--- src/rtl/motoro3_step_timer.sv ---
// Step sequencer: splits each electrical period into 12 commutation steps of
// Reff clocks, with step/cycle pulses and a 511-clock pwmSTEP sub-counter.
module motoro3_step_timer (
  input  logic        clk,
  input  logic        nRst,
  input  logic [24:0] m3cnt_reload1,
  input  logic        m3_en,
  input  logic        m3_dir,
  output logic [3:0]  m3step_idx,
  output logic        m3step_pulse,
  output logic        m3cycle_pulse,
  output logic [24:0] m3cnt_now,
  output logic [8:0]  m3pwm_cnt,
  output logic        m3pwm_tick,
  output logic        m3_running
);

  typedef enum logic {IDLE, RUN} state_t;

  localparam logic [3:0] LAST_STEP = 4'd11;
  localparam logic [8:0] PWM_LAST  = 9'd510;

  state_t      state;
  logic [24:0] reload_m1;
  logic [3:0]  idx_next;
  logic        idx_wrap;
  logic [8:0]  pwm_next;

  // Reff-1 with Reff = max(reload, 2); sampled only at start and boundaries.
  always_comb begin
    reload_m1 = 25'd1;
    if (m3cnt_reload1 >= 25'd2) reload_m1 = m3cnt_reload1 - 25'd1;
  end

  always_comb begin
    idx_wrap = 1'b0;
    idx_next = m3step_idx;
    if (m3_dir) begin
      idx_wrap = (m3step_idx == LAST_STEP);
      idx_next = idx_wrap ? 4'd0 : m3step_idx + 4'd1;
    end else begin
      idx_wrap = (m3step_idx == 4'd0);
      idx_next = idx_wrap ? LAST_STEP : m3step_idx - 4'd1;
    end
  end

  always_comb begin
    pwm_next = (m3pwm_cnt == PWM_LAST) ? 9'd0 : m3pwm_cnt + 9'd1;
  end

  always_ff @(posedge clk or negedge nRst) begin
    if (!nRst) begin
      state         <= IDLE;
      m3step_idx    <= 4'd0;
      m3step_pulse  <= 1'b0;
      m3cycle_pulse <= 1'b0;
      m3cnt_now     <= 25'd0;
      m3pwm_cnt     <= 9'd0;
      m3pwm_tick    <= 1'b0;
      m3_running    <= 1'b0;
    end else begin
      case (state)
        IDLE: begin
          m3cycle_pulse <= 1'b0;
          m3step_idx    <= 4'd0;
          m3pwm_cnt     <= 9'd0;
          if (m3_en) begin
            state        <= RUN;
            m3cnt_now    <= reload_m1;
            m3step_pulse <= 1'b1;
            m3pwm_tick   <= 1'b1;
            m3_running   <= 1'b1;
          end else begin
            m3cnt_now    <= 25'd0;
            m3step_pulse <= 1'b0;
            m3pwm_tick   <= 1'b0;
            m3_running   <= 1'b0;
          end
        end
        RUN: begin
          if (!m3_en) begin
            // Stopping discards the partial step; outputs return to reset values.
            state         <= IDLE;
            m3step_idx    <= 4'd0;
            m3step_pulse  <= 1'b0;
            m3cycle_pulse <= 1'b0;
            m3cnt_now     <= 25'd0;
            m3pwm_cnt     <= 9'd0;
            m3pwm_tick    <= 1'b0;
            m3_running    <= 1'b0;
          end else if (m3cnt_now != 25'd0) begin
            m3cnt_now     <= m3cnt_now - 25'd1;
            m3pwm_cnt     <= pwm_next;
            m3pwm_tick    <= (pwm_next == 9'd0);
            m3step_pulse  <= 1'b0;
            m3cycle_pulse <= 1'b0;
          end else begin
            m3cnt_now     <= reload_m1;
            m3step_idx    <= idx_next;
            m3step_pulse  <= 1'b1;
            m3cycle_pulse <= idx_wrap;
            m3pwm_cnt     <= 9'd0;
            m3pwm_tick    <= 1'b1;
          end
        end
        default: state <= IDLE;
      endcase
    end
  end

endmodule

--- config.mk ---
export PLATFORM = sky130hd
export DESIGN_NAME = motoro3_step_timer
export DESIGN_NICKNAME = d
export VERILOG_FILES = /design/src/rtl/motoro3_step_timer.sv
export SDC_FILE = /design/constraint.sdc
export NUM_CORES = 1
export LEC_CHECK = 0
export CORE_ASPECT_RATIO = 0.8
export CORE_UTILIZATION = 50
export CTS_CLUSTER_DIAMETER = 30
export DETAILED_ROUTE_END_ITERATION = 10
export PLACE_DENSITY = 0.8
export SLEW_MARGIN = 20
export SYNTH_ARGS = -nofsm -noshare
export SYNTH_HDL_FRONTEND = slang
export SYNTH_SLANG_ARGS = --single-unit
--- constraint.sdc ---
create_clock -name clk -period 3.1 [get_ports clk]
set_input_delay 0.62 -clock clk [delete_from_list [all_inputs] [get_ports clk]]
set_output_delay 0.62 -clock clk [all_outputs]
set_load 0.005 [all_outputs]
==> flow_summary.yaml <==
final_layout:
  antennaDiodeCount: 0
  n_fill_cell: 457
  area_growth_pct: 30.1
  fin_nets: 421
  drive_above_1_share: 0.117
  post-route-util: 0.689
worst_setup_path:
  r2r_slack_ns: 0.54
  endpoint_kind: "register"
  critPathRequiredTime_ns: 3.31
  critPathArrivalTime_ns: 2.77
  crit_path_max_fanout: 23
  worst-setup-path-type: "reg2reg"
  crit_path_start_kind: "register"
timing:
  rsz0062_at_grt: "no"
  finalSetupViolations: 0
  hold_violations: 0
  fin_tns_setup_ns: 0
  fin_crit_sh: 0.825
  min_period_ns: 2.56
  fin_skew_ns: 0.0111
  hold_slack_ns: 0.463
  tightestPinTransition_ns: 0.938
  slew_viol_final: 0
  max-slew-margin-rel: 0.374
  fmax_mhz: 391
logic_synthesis:
  avgSynthCellArea_um2: 9.61
  yosysTopAreaCellShare: 0.364
  synthCells: 308
  ys_top_cells_by_count: "dfrtp_1, nor2_1, xnor2_1"
  yosysMostFrequentCell: "dfrtp_1"
  synth_edf_count: 0
  synth-seq-cells: 43
  syn_area_um2: 2960
  ys_seq_area_frac: 0.364
  synth_ff_type: "dfrtp_1"
  yosys_warnings: 0
  yosys-top-cells-area: "dfrtp_1, xnor2_1, o22ai_2"
  synth_top_cell_by_area: "dfrtp_1"
  synth_cell_type_count: 45
  synth-async-reset-ratio: 1.00
  syn_nets: 344
floorplanning:
  core-area_um2: 5590
  die_h_um: 70.8
  core.rowCount: 24
  die_area_um2: 6230
  ios: 71
  die_w_um: 88.0
  initial_utilization: 0.530
grt:
  grt_pass1_vias: 2510
  grt_antenna_before_repair: 0
  gr-total-overflow: 0
  grt_usage: 0.249
  grt_start_max_net_pins: 44
  grt_first_pass_wirelength_um: 12200
run:
  drv_cap: 0
power:
  p_int_w: 0.000961
  clkPwrFrac: 0.256
  p_leak_nw: 1.43
  switching_power_w: 0.000454
  p_seq_frac: 0.456
  power.total_w: 0.00142
  ir_drop_mv: 0.179
  power_density_nw_per_um2: 368
  swShare: 0.321
  p_comb_frac: 0.287
cts:
  post_cts_buffers: 0
  cts_buffer_depth: 2
  cts_hold_buf: 0
  cts_inserted_buffers: 5
  cts_tree: "built"
  cts_resized: 0
  clk_pin_slew_ns: 0.08
  clk_latency_ns: 0.30
  ctsRootBufferMaster: "clkbuf_8"
  htreeDepth: 2
  clock-sinks: 43
detailed_routing:
  dr.pass1.iters: 4
  drcViolationCount: 0
  drt-initial-drc-count: 182
  drt_wl_total_um: 7170
  drt-vias-per-instance: 5.64
  wl_per_cell_um: 15.4
  routed-via-count: 2618
  ant_nets: 0
placed_design:
  numPortBuffers: 70
  gp_congestion: 0.900
  dpl.hpwl_um: 5420
run_status:
  outcome: "finished clean"
min_path:
  hold_path.class: "in2async"
## path summary, 6_finish.rpt
check | start | to | depth (start not counted)
min in group clk | m3_running | m3_running | 2
max reg2reg | m3cnt_now[18] | m3cnt_now[2] | 5
min | nRst | m3pwm_cnt[5] | 1
max | m3cnt_now[18] | m3cnt_now[2] | 5
min reg2reg | m3_running | m3_running | 2
max in group asynchronous | nRst | m3cnt_now[22] | 1
## through the flow
step	setup WS, ns	area, um^2	cells
floorplan	0.790	2960	308
global placement	0.297	3760	456
detailed placement	0.263	3760	456
CTS	0.544	3850	464
global route	0.415	3850	464
finish	0.544	3850	464
## placed cells by master (no fill, tap or decap), types with 3 or more instances in the layout
| cell type | n |
|---|---|
| nand4_1 | 6 |
| o22ai_2 | 19 |
| buf_4 | 7 |
| nand2_1 | 23 |
| and3_1 | 4 |
| dfrtp_1 | 43 |
| xor2_1 | 21 |
| or3_1 | 4 |
| nor3b_1 | 5 |
| o21ai_0 | 6 |
| or4_1 | 5 |
| a21oi_1 | 5 |
| nor3_1 | 11 |
| ha_1 | 7 |
| clkdlybuf4s50_1 | 69 |
| o22ai_1 | 4 |
| nor4_1 | 15 |
| and2_1 | 3 |
| clkbuf_8 | 5 |
| xnor2_1 | 30 |
| nand3_1 | 11 |
| inv_1 | 11 |
| nand2b_1 | 3 |
| mux2i_1 | 3 |
| nor2_1 | 32 |
## state kept, by name, summed over array words and instances, names as in the netlist
| name | flops |
|---|---|
| m3pwm_tick | 1 |
| m3cycle_pulse | 1 |
| m3cnt_now | 25 |
| m3step_pulse | 1 |
| m3_running | 1 |
| m3step_idx | 4 |
| m3pwm_cnt | 9 |
| state | 1 |
## cells by family (layout without fill, tap and decap cells)
| family | count (synthesis) | count (layout) | share of synthesized area |
|---|---|---|---|
| AOI/OAI and AO/OA | 51 | 51 | 0.165 |
| DFF | 43 | 43 | 0.364 |
| and+or+nand+nor | 135 | 135 | 0.250 |
| buffers and inverters | 18 | 96 | 0.0304 |
| muxes | 3 | 3 | 0.0101 |
| adders and majority gates | 7 | 7 | 0.0296 |
| xor gates and xnor gates | 51 | 51 | 0.151 |
## worst max-delay path, cell delays in order, from the launching register on
cell,delay [ns]
dfrtp_1,0.44
or4_4,0.55
or4_4,0.48
o32ai_4,0.43
nand2_4,0.32
o22ai_1,0.25
## layout make-up
class                   count  area [um^2]  area share
multi-input cells         247         1790       0.466
flip-flops and latches     43         1080       0.279
repair buffers             77          748       0.194
well taps                  78         97.6      0.0253
clock buffers               5         68.8      0.0179
inverters                  11         41.3      0.0107
clock inverters             3         25.0     0.00650
## power groups by stage
stage	Clock (W)	Combinational (W)	Sequential, W
after floorplan	0	0.000224	0.000648
after global placement	0	0.000396	0.000654
after detailed placement	0	0.000403	0.000655
after CTS	0.000371	0.000406	0.000645
after global routing	0.000393	0.000442	0.000652
final	0.000363	0.000406	0.000646
## metal layers
| metal | wire [um] | vias up | track usage |
|---|---|---|---|
| li1 | - | 1280 | - |
| met1 | 3520 | 1235 | 0.385 |
| met2 | 3170 | 99 | 0.364 |
| met3 | 447 | 4 | 0.0467 |
| met4 | 31 | 0 | 0.0466 |
| met5 | 0 | - | 0 |
(Power assumes the default switching activity.)
